### src/rtl/beu_pipe.sv
// beu_pipe: two-stage branch execution unit with an in-order result FIFO.
// EX1 resolves the branch condition and forms target/link; EX2 derives
// next-PC, mispredict and misalignment and pushes the result into a small
// FIFO that feeds the ROB/redirect logic under credit-based flow control.
module beu_pipe #(
    parameter int DATA_LEN    = 32,
    parameter int ROB_TAG_LEN = 6,
    parameter int OUT_DEPTH   = 4
) (
    input  logic                   clk_free_master,
    input  logic                   global_rst,
    input  logic                   flush,
    input  logic                   valid_ex1,
    output logic                   ready_ex1,
    input  logic [2:0]             br_func_ex1,
    input  logic [DATA_LEN-1:0]    pc_ex1,
    input  logic [DATA_LEN-1:0]    rs1_ex1,
    input  logic [DATA_LEN-1:0]    rs2_ex1,
    input  logic [DATA_LEN-1:0]    imm_ex1,
    input  logic                   pred_taken_ex1,
    input  logic [DATA_LEN-1:0]    pred_target_ex1,
    input  logic [ROB_TAG_LEN-1:0] rob_tag_ex1,
    output logic                   res_valid,
    input  logic                   res_ready,
    output logic [ROB_TAG_LEN-1:0] res_tag,
    output logic                   res_taken,
    output logic [DATA_LEN-1:0]    res_next_pc,
    output logic [DATA_LEN-1:0]    res_link,
    output logic                   res_mispredict,
    output logic                   res_misalign
);

    localparam int PTR_W   = $clog2(OUT_DEPTH);
    localparam int CNT_W   = PTR_W + 1;
    // {tag, taken, next_pc, link, mispredict, misalign}
    localparam int ENTRY_W = ROB_TAG_LEN + 3 + 2 * DATA_LEN;

    localparam logic [2:0] F_BEQ  = 3'b000;
    localparam logic [2:0] F_BNE  = 3'b001;
    localparam logic [2:0] F_JAL  = 3'b010;
    localparam logic [2:0] F_JALR = 3'b011;
    localparam logic [2:0] F_BLT  = 3'b100;
    localparam logic [2:0] F_BGE  = 3'b101;
    localparam logic [2:0] F_BLTU = 3'b110;
    localparam logic [2:0] F_BGEU = 3'b111;

    // Branch condition; jumps are unconditionally taken.
    function automatic logic br_taken(input logic [2:0]          func,
                                      input logic [DATA_LEN-1:0] a,
                                      input logic [DATA_LEN-1:0] b);
        logic signed [DATA_LEN-1:0] sa;
        logic signed [DATA_LEN-1:0] sb;
        logic                       t;
        sa = a;
        sb = b;
        t  = 1'b1;
        case (func)
            F_BEQ:         t = (a == b);
            F_BNE:         t = (a != b);
            F_BLT:         t = (sa < sb);
            F_BGE:         t = (sa >= sb);
            F_BLTU:        t = (a < b);
            F_BGEU:        t = (a >= b);
            F_JAL, F_JALR: t = 1'b1;
        endcase
        return t;
    endfunction

    // Branch target; JALR is register-relative with bit 0 forced low.
    function automatic logic [DATA_LEN-1:0] br_target(input logic [2:0]          func,
                                                      input logic [DATA_LEN-1:0] pc,
                                                      input logic [DATA_LEN-1:0] rs1,
                                                      input logic [DATA_LEN-1:0] imm);
        logic [DATA_LEN-1:0] sum;
        if (func == F_JALR) begin
            sum    = rs1 + imm;
            sum[0] = 1'b0;
        end else begin
            sum = pc + imm;
        end
        return sum;
    endfunction

    // ------------------------------------------------------------------
    // EX1 (p0): condition, target and link from the presented operands
    // ------------------------------------------------------------------
    logic                accept_p0;
    logic                taken_p0;
    logic [DATA_LEN-1:0] target_p0;
    logic [DATA_LEN-1:0] link_p0;

    assign accept_p0 = valid_ex1 && ready_ex1 && !flush;
    assign taken_p0  = br_taken(br_func_ex1, rs1_ex1, rs2_ex1);
    assign target_p0 = br_target(br_func_ex1, pc_ex1, rs1_ex1, imm_ex1);
    assign link_p0   = pc_ex1 + DATA_LEN'(4);

    // ------------------------------------------------------------------
    // EX2 (p1): registered resolution, prediction check
    // ------------------------------------------------------------------
    logic                   vld_p1;
    logic [ROB_TAG_LEN-1:0] tag_p1;
    logic                   taken_p1;
    logic [DATA_LEN-1:0]    target_p1;
    logic [DATA_LEN-1:0]    link_p1;
    logic                   pred_taken_p1;
    logic [DATA_LEN-1:0]    pred_target_p1;

    // EX2 occupancy: flush kills the in-flight op and any same-cycle accept.
    always_ff @(posedge clk_free_master or posedge global_rst) begin
        if (global_rst) begin
            vld_p1 <= 1'b0;
        end else if (flush) begin
            vld_p1 <= 1'b0;
        end else begin
            vld_p1 <= accept_p0;
        end
    end

    // EX2 payload, captured only on accept; qualified by vld_p1.
    always_ff @(posedge clk_free_master) begin
        if (accept_p0) begin
            tag_p1         <= rob_tag_ex1;
            taken_p1       <= taken_p0;
            target_p1      <= target_p0;
            link_p1        <= link_p0;
            pred_taken_p1  <= pred_taken_ex1;
            pred_target_p1 <= pred_target_ex1;
        end
    end

    logic [DATA_LEN-1:0] next_pc_p1;
    logic                mispredict_p1;
    logic                misalign_p1;
    logic [ENTRY_W-1:0]  entry_p1;

    // A misaligned taken target still reports its mispredict; the ROB sorts
    // out which exception wins.
    assign next_pc_p1    = taken_p1 ? target_p1 : link_p1;
    assign mispredict_p1 = (pred_taken_p1 != taken_p1) ||
                           (taken_p1 && (pred_target_p1 != target_p1));
    assign misalign_p1   = taken_p1 && (target_p1[1:0] != 2'b00);
    assign entry_p1      = {tag_p1, taken_p1, next_pc_p1, link_p1,
                            mispredict_p1, misalign_p1};

    // ------------------------------------------------------------------
    // FIFO (p2): in-order result buffer, head drives res_*
    // ------------------------------------------------------------------
    logic [ENTRY_W-1:0] fifo_mem [OUT_DEPTH];
    logic [PTR_W-1:0]   wr_ptr;
    logic [PTR_W-1:0]   rd_ptr;
    logic [CNT_W-1:0]   count;
    logic               push;
    logic               pop;
    logic [CNT_W-1:0]   credit_used;
    logic [ENTRY_W-1:0] head_p2;

    assign push = vld_p1;
    assign pop  = res_valid && res_ready;

    // Pointer/count bookkeeping; flush empties the buffer and drops any
    // same-cycle push or pop.
    always_ff @(posedge clk_free_master or posedge global_rst) begin
        if (global_rst) begin
            wr_ptr <= '0;
            rd_ptr <= '0;
            count  <= '0;
        end else if (flush) begin
            wr_ptr <= '0;
            rd_ptr <= '0;
            count  <= '0;
        end else begin
            if (push) begin
                wr_ptr <= wr_ptr + PTR_W'(1);
            end
            if (pop) begin
                rd_ptr <= rd_ptr + PTR_W'(1);
            end
            case ({push, pop})
                2'b10:   count <= count + CNT_W'(1);
                2'b01:   count <= count - CNT_W'(1);
                default: count <= count;
            endcase
        end
    end

    // Result storage; the credit rule guarantees a free slot for every push.
    always_ff @(posedge clk_free_master) begin
        if (push) begin
            fifo_mem[wr_ptr] <= entry_p1;
        end
    end

    // Outputs are forced to zero when empty so reset and flush present a
    // clean, all-zero result bus without resetting the storage itself.
    assign res_valid = (count != '0);
    assign head_p2   = res_valid ? fifo_mem[rd_ptr] : '0;
    assign {res_tag, res_taken, res_next_pc, res_link,
            res_mispredict, res_misalign} = head_p2;

    // Credits count the FIFO plus the op in EX2; this cycle's pop is not
    // credited, so EX2 can always push without stalling.
    assign credit_used = count + CNT_W'(vld_p1);
    assign ready_ex1   = !global_rst && (credit_used < CNT_W'(OUT_DEPTH));

endmodule

### config.mk
export PLATFORM = sky130hd
export DESIGN_NAME = beu_pipe
export DESIGN_NICKNAME = d
export VERILOG_FILES = /design/src/rtl/beu_pipe.sv
export SDC_FILE = /design/constraint.sdc
export NUM_CORES = 1
export LEC_CHECK = 0
export CORE_ASPECT_RATIO = 0.6
export CORE_MARGIN = 2
export CORE_UTILIZATION = 45
export DETAILED_ROUTE_END_ITERATION = 16
export PLACE_DENSITY = 0.67
export SLEW_MARGIN = 10
export SYNTH_ARGS = -nofsm -noshare
export SYNTH_HDL_FRONTEND = slang
export SYNTH_SLANG_ARGS = --single-unit
### constraint.sdc
create_clock -name clk_free_master -period 39.8 [get_ports clk_free_master]
set_input_delay 7.96 -clock clk_free_master [delete_from_list [all_inputs] [get_ports clk_free_master]]
set_output_delay 7.96 -clock clk_free_master [all_outputs]
set_load 0.05 [all_outputs]
==> results of run 1 <==
-- placed cells by master (no fill, tap or decap), types with 4 or more instances in the layout --
master           count
or3_1                4
a31oi_1              6
nand2b_1            11
mux2i_1              7
inv_1               62
and2_1              77
nor4_1               7
clkbuf_16           40
o21bai_1             6
clkdlybuf4s50_1    249
and4_1               7
nand3_1             26
ha_1                98
edfxtp_1           396
a211oi_1            11
nor2_1              52
clkinv_1             8
o22ai_1              4
mux2_2              32
o211ai_1            11
xnor2_1             69
and3_1              11
nor3_1               8
buf_4               13
nand4_1             24
a21oi_1             70
o21a_1              10
nand2_1             67
clkbuf_1            12
mux4_2              73
a21o_1              38
o31ai_1              4
and2_4               4
dfrtp_1              6
o21ai_0             43
xor2_1              44
nor2b_1              5
-- stage by stage --
stage / utilization / setup WS [ns]
3_5_place_dp: 0.532 / 22.51
6_report: 0.558 / 22.51
4_1_cts: 0.558 / 22.50
3_3_place_gp: 0.532 / 22.49
5_1_grt: 0.558 / 22.47
2_1_floorplan: - / 19.66
-- final cells by class --
type,count,share of cell area
clock buffer,52,0.0429
clock inverter,13,0.00390
timing repair buffer,262,0.106
inverter,62,0.00956
antenna,3,0.000308
tap,579,0.0297
multi-input combinational,873,0.310
sequential,404,0.497
-- registers in the layout, indices dropped and copies added (netlist names) --
register / cells
count: 3
fifo_mem: 292
link_p1: 32
pred_taken_p1: 1
pred_target_p1: 32
push: 1
rd_ptr: 2
tag_p1: 6
taken_p1: 1
target_p1: 32
wr_ptr: 2
-- routing by layer --
metal | GRT usage | wire (um) | vias up | part of all wire
li1 | - | - | 5841 | -
met1 | 0.331 | 24200 | 6146 | 0.49
met2 | 0.310 | 21100 | 406 | 0.43
met3 | 0.0352 | 3170 | 59 | 0.064
met4 | 0.0463 | 786 | 2 | 0.016
met5 | 0 | 9 | - | 0.00018
-- cells by family (layout without fill, tap and decap cells) --
logic type / Yosys count / after routing / synth area share
other cells: 0 / 3 / 0
simple gates: 314 / 314 / 0.0829
buf+inv: 106 / 389 / 0.0200
compound gates: 233 / 233 / 0.0764
xor+xnor: 113 / 113 / 0.0494
mux: 112 / 112 / 0.104
flops: 404 / 404 / 0.604
fa+ha+maj: 101 / 101 / 0.0642
-- power by group through the flow --
stage / sequential (W) / combinational (W) / clock [W]
6_report: 0.000506 / 0.000435 / 0.000339
5_1_grt: 0.000508 / 0.000462 / 0.000363
4_1_cts: 0.000506 / 0.000440 / 0.000346
3_5_place_dp: 0.000515 / 0.000439 / 0
3_3_place_gp: 0.000515 / 0.000436 / 0
2_1_floorplan: 0.000508 / 0.000294 / 0
-- Yosys cell counts (5+ instances only) --
| master | n | area (um^2) |
|---|---|---|
| edfxtp_1 | 396 | 11900 |
| ha_1 | 98 | 1230 |
| and2_1 | 81 | 507 |
| mux4_2 | 73 | 1640 |
| a21oi_1 | 70 | 350 |
| xnor2_1 | 69 | 604 |
| nand2_1 | 67 | 251 |
| inv_1 | 62 | 233 |
| nor2_1 | 52 | 195 |
| xor2_1 | 44 | 385 |
| o21ai_0 | 43 | 215 |
| a21o_1 | 38 | 285 |
| mux2_2 | 32 | 360 |
| clkbuf_1 | 26 | 97.6 |
| nand3_1 | 26 | 130 |
| nand4_1 | 24 | 150 |
| buf_1 | 16 | 60.1 |
| a211oi_1 | 11 | 82.6 |
| and3_1 | 11 | 68.8 |
| nand2b_1 | 11 | 68.8 |
| o211ai_1 | 11 | 82.6 |
| o21a_1 | 10 | 75.1 |
| dfrtp_1 | 8 | 200 |
| nor3_1 | 8 | 40.0 |
| and4_1 | 7 | 61.3 |
| mux2i_1 | 7 | 70.1 |
| nor4_1 | 7 | 43.8 |
| a31oi_1 | 6 | 37.5 |
| o21bai_1 | 6 | 45.0 |
| nor2b_1 | 5 | 31.3 |
| or3_1 | 5 | 31.3 |
-- path summary, 6_finish.rpt --
path                             from         endpoint  cells after the start
max in group asynchronous  global_rst        rd_ptr[1]                      2
hold / removal              tag_p1[1]  fifo_mem[2][68]                      0
min in group asynchronous  global_rst         count[2]                      2
hold reg to reg             tag_p1[1]  fifo_mem[2][68]                      0
setup / recovery           global_rst        ready_ex1                      3
setup reg to reg                 push     target_p1[5]                      5
-- critical path: cells and delay by family --
family / cells / cell delay (ns)
buffers and inverters: 2 / 1.25
and+or+nand+nor: 1 / 0.12
==> results.md, run 1 <==
- Comb pwr share: 0.340
- Run status: finished, final reports clean
- Register-to-register setup slack: 36.87 ns
- Pwr dens: 52.6 mW/mm^2
- Worst vdd ir: 35.2 uV
- Largest net degree at the start of global routing: 68
- GRT Total Usage: 0.212
- CP peak stage delay: 0.80 ns
- Number of synthesized flops with an enable pin: just under 400
- DP Wirelength: 35.8 mm
- Unrepaired setup endpoints after global routing: false
- Fmax: approximately 58 MHz
- I/O pins: 250
- Routed vias: 12454
- Number of I/O port buffers: ~250
- Worst-path clk slew: 0.06 ns
- CP arrival: 9.33 ns
- CP Class: in2out
- Final ANT Viol Nets: 0
- # Post-CTS Setup Buffers: 0
- Req. time, crit path: 31.84 ns
- Vias in the first global route: 12107
- Clk pwr share: 0.265
- Reg power frac: 0.395
- CP Launch Type: input port
- Clk_lat worst skew: 0.54 ns
- Worst hold slack: around 0.50 ns
- Tmin final: 17.29 ns
- Post-Syn Area: 0.0200 mm^2
- # fillers: about 3500
- Worst clock skew: 0.0218 ns
- Worst setup EP type: output port
- Post-DR wirelength/cell: 21.9 um
- CTS H-tree depth: 2
- Synth warn: 0
- Crit-path slowest cell: clkdlybuf4s50_1
- DIE AREA: around 0.046 mm^2
- Initial Util: 0.459
- Crit path max fanout: 3
- Layout cells sized above 1: 0.107
- Initial antenna violation count: 4
- WL final: 49.3 mm
- P&R area growth vs syn: 21.6%
- Syn Inst Count: about 1400
- Placed Cells: 2180
- # rows: 59
- Fraction of registers with async set/reset: 0.0198
- Seq cells post-synth: 404
- P_leak: about 8.5 nW
- DIE WIDTH: between 200 and 300 um
- Die span in y: 167 um
- CORE AREA: between 0.04 and 0.05 mm^2
- Max-cap viol count: 0
- Ys flop type: edfxtp_1
- DR pass1 iterations: 5
- Setup TNS: 0 ns
- Global route total overflow: 0
- First-pass GRT wire length: 73.9 mm
- P_int: around 0.00084 W
- TritonCTS clock tree: yes
- DR iter-0 viols: roughly 1100
- Multi-input gate area: 0.00756 mm^2
- Slew Limit Fails: 0
- Worst-margin pin slew: 0.873 ns
- Critical-path cell list: clkdlybuf4s50_1 > nor2_1 > clkdlybuf4s50_1
- Cts hold-fix bufs: 0
- Total power: around 0.0013 W
- DP Area: 0.0232 mm^2
- DRC: 0
- Clock tree root buffer cell: clkbuf_16
- Final std cells w/o fill: 2248
- RePlAce Congestion: 0.893
- Final hold viol count: 0
- Inserted Clock Buffers: 39
- Unique masters post-synth: 68
- Final period util: 0.434
- Worst Hold Class: reg2reg
- Sw Share: 0.342
- CTS Buffer Depth: 3
- Final Net Count: approximately 1900
- Via/cell ratio: 5.54
- Top cell by count, worst path: clkdlybuf4s50_1
- Register area: between 0.01 and 0.015 mm^2
- Mapped Nets: 1659
- Syn avg cell area: 14.5 um^2
- Register area share after synthesis: 0.604
- Post-CTS resize count: 0
- Max_slew headroom: 0.418
- Final setup violation count: 0
- Clock sinks: 404
- Final Cell Area: 0.0244 mm^2
- Switching pwr: 0.000438 W
No activity file was read; power rests on OpenSTA's default activity.
==> run 2: changes to the inputs <==
clock period = 16.8 ns   (was 39.8 ns; I/O delays follow)
==> run 2 against run 1 <==
Compared with the run above: clock power rose by 140%; worst setup slack got worse by 14 ns; power rose by 140%; sequential cell count did not move; sequential power rose by 140%; wire length fell by 0.30%; cell count rose by 0.18%; non-clock buffer count did not move; clock skew fell by 0.0062 ns; combinational power rose by 140%; first-iteration DRC count rose by 6.0%; core utilization barely moved; largest cell class unchanged.
==> results.md, run 2 (synthesized netlist as in run 1, its figures left out) <==
- Crit-path slowest cell: clkdlybuf4s50_1 (unchanged)
- Post-CTS resize count: 0 (unchanged)
- Worst-path clk slew: 0.05 ns (was 0.06 ns)
- Req. time, crit path: 13.44 ns (was 31.84 ns)
- Final period util: 0.482
- Tmin final: just over 8 ns
- WL final: 49.1 mm (was 49.3 mm)
- Final Net Count: 1918 (unchanged)
- CP Launch Type: input port (unchanged)
- First-pass GRT wire length: 74.2 mm (was 73.9 mm)
- Largest net degree at the start of global routing: 84 (was 68)
- Final hold viol count: 0 (unchanged)
- Worst Hold Class: reg2reg (unchanged)
- RePlAce Congestion: 0.888 (was 0.893)
- Unrepaired setup endpoints after global routing: false (unchanged)
- Vias in the first global route: 12334 (was 12107)
- Setup TNS: 0 ns (unchanged)
- GRT Total Usage: 0.212 (about the same)
- DP Wirelength: 35.8 mm (about the same)
- Routed vias: 12444 (was 12454)
- M1 GR Usage: 0.329 (was 0.331)
- Commonest cells after routing, fill and taps aside: edfxtp_1, clkdlybuf4s50_1, ha_1 (unchanged)
- Fmax: 124 MHz
- Largest reg by FF count: fifo_mem (unchanged)
- Cts hold-fix bufs: 0 (unchanged)
- Gr busiest metal: met1 (unchanged)
- CP peak stage delay: 0.80 ns (about the same)
- DRC: 0 (unchanged)
- Via/cell ratio: 5.53 (was 5.54)
- Most common cell after layout, fill and taps aside: edfxtp_1 (unchanged)
- DIE AREA: 0.0463 mm^2 (unchanged)
- Hold Path Stages: 0 (unchanged)
- Initial antenna violation count: 6 (was 4)
- Max_slew headroom: 0.291 (was 0.418)
- Final ANT Viol Nets: 0 (unchanged)
- CP arrival: 4.74 ns (was 9.33 ns)
- Max-cap viol count: 0 (unchanged)
- Initial Util: 0.459 (unchanged)
- Final std cells w/o fill: 2252 (was 2248)
- Worst setup EP type: output port (unchanged)
- Slew Limit Fails: 0 (unchanged)
- CORE AREA: 0.0436 mm^2 (unchanged)
- Worst clock skew: 0.0155 ns (was 0.0218 ns)
- Crit path max fanout: 3 (unchanged)
- Run status: finished, final reports clean (unchanged)
- Global route total overflow: 0 (unchanged)
- Placed Cells: 2180 (unchanged)
- Met3 global-route usage: 0.0258 (was 0.0352)
- P_leak: 8.52 nW (was 8.50 nW)
- CTS H-tree depth: 2 (unchanged)
- Clock tree root buffer cell: clkbuf_16 (unchanged)
- Die span in y: 167 um (unchanged)
- # Post-CTS Setup Buffers: 0 (unchanged)
- # rows: 59 (unchanged)
- Critical path depth: 3 (unchanged)
- Clock sinks: 404 (unchanged)
- Worst vdd ir: 80.2 uV (was 35.2 uV)
- DIE WIDTH: 276 um (unchanged)
- Worst-margin pin slew: 1.06 ns (was 0.873 ns)
- CTS Buffer Depth: 3 (unchanged)
- Pwr dens: 125 mW/mm^2 (was 52.6 mW/mm^2)
- CP Class: in2out (unchanged)
- Inserted Clock Buffers: 39 (unchanged)
- Worst r2r path cells: 5 (unchanged)
- Post-DR wirelength/cell: 21.8 um (was 21.9 um)
- I/O pins: 250 (unchanged)
- Number of I/O port buffers: 249 (unchanged)
- Clk_lat worst skew: 0.52 ns (was 0.54 ns)
- Largest register FFs: 292 (unchanged)
- DR pass1 iterations: 5 (unchanged)
- Final setup violation count: 0 (unchanged)
- Layout cells sized above 1: 0.110 (was 0.107)
- P&R area growth vs syn: 21.7% (was 21.6%)
- Buf/Inv on CP: 2 (unchanged)
- TritonCTS clock tree: yes (unchanged)
- DR iter-0 viols: 1199 (was 1131)
- Critical-path cell list: clkdlybuf4s50_1 > nor2_1 > clkdlybuf4s50_1 (unchanged)
- Grt met2 use: 0.316 (was 0.310)
- Crit-path leading delay family: buffers and inverters (unchanged)
- Top cell by count, worst path: clkdlybuf4s50_1 (unchanged)
[run 2: metrics by stage]
stage	utilization	worst slack [ns]	hold slack [ns]	cell area (um^2)	total power, W
final	0.559	8.70	0.496	24400	0.00304
after global routing	0.559	8.63	0.525	24400	0.00316
after CTS	0.558	8.69	0.497	24400	0.00307
after detailed placement	0.532	8.69	0.485	23200	0.00226
after global placement	0.532	8.70	0.481	23200	0.00226
after floorplan	-	1.26	0.459	20000	0.00190
[run 2: layout make-up]
class / instances / area [um^2]
Fill cell: 3475 / 19300
Inverter: 62 / 233
Tap cell: 579 / 724
Antenna cell: 4 / 10.0
Clock inverter: 16 / 72.6
Clock buffer: 52 / 1090
Multi-Input combinational cell: 873 / 7560
Timing Repair Buffer: 262 / 2590
Sequential cell: 404 / 12100
[run 2: final timing paths]
check | startpoint | to | slack, ns
worst max-delay path | global_rst | ready_ex1 | 8.70
worst min-delay path | tag_p1[3] | fifo_mem[1][70] | 0.50
worst max register to register | push | link_p1[2] | 13.96
worst min register to register | tag_p1[3] | fifo_mem[1][70] | 0.50
max in group asynchronous | global_rst | rd_ptr[1] | 13.34
min in group asynchronous | global_rst | count[0] | 3.18
[run 2: report_power, final]
group          internal (W)  switching, W
Sequential          0.00116     0.0000363
Clock              0.000453      0.000350
Combinational      0.000383      0.000651
[run 2: metal layers]
metal	wire length [um]	up-vias
li1	-	5850
met1	23800	6114
met2	21400	409
met3	2810	71
met4	1040	0
met5	0	-
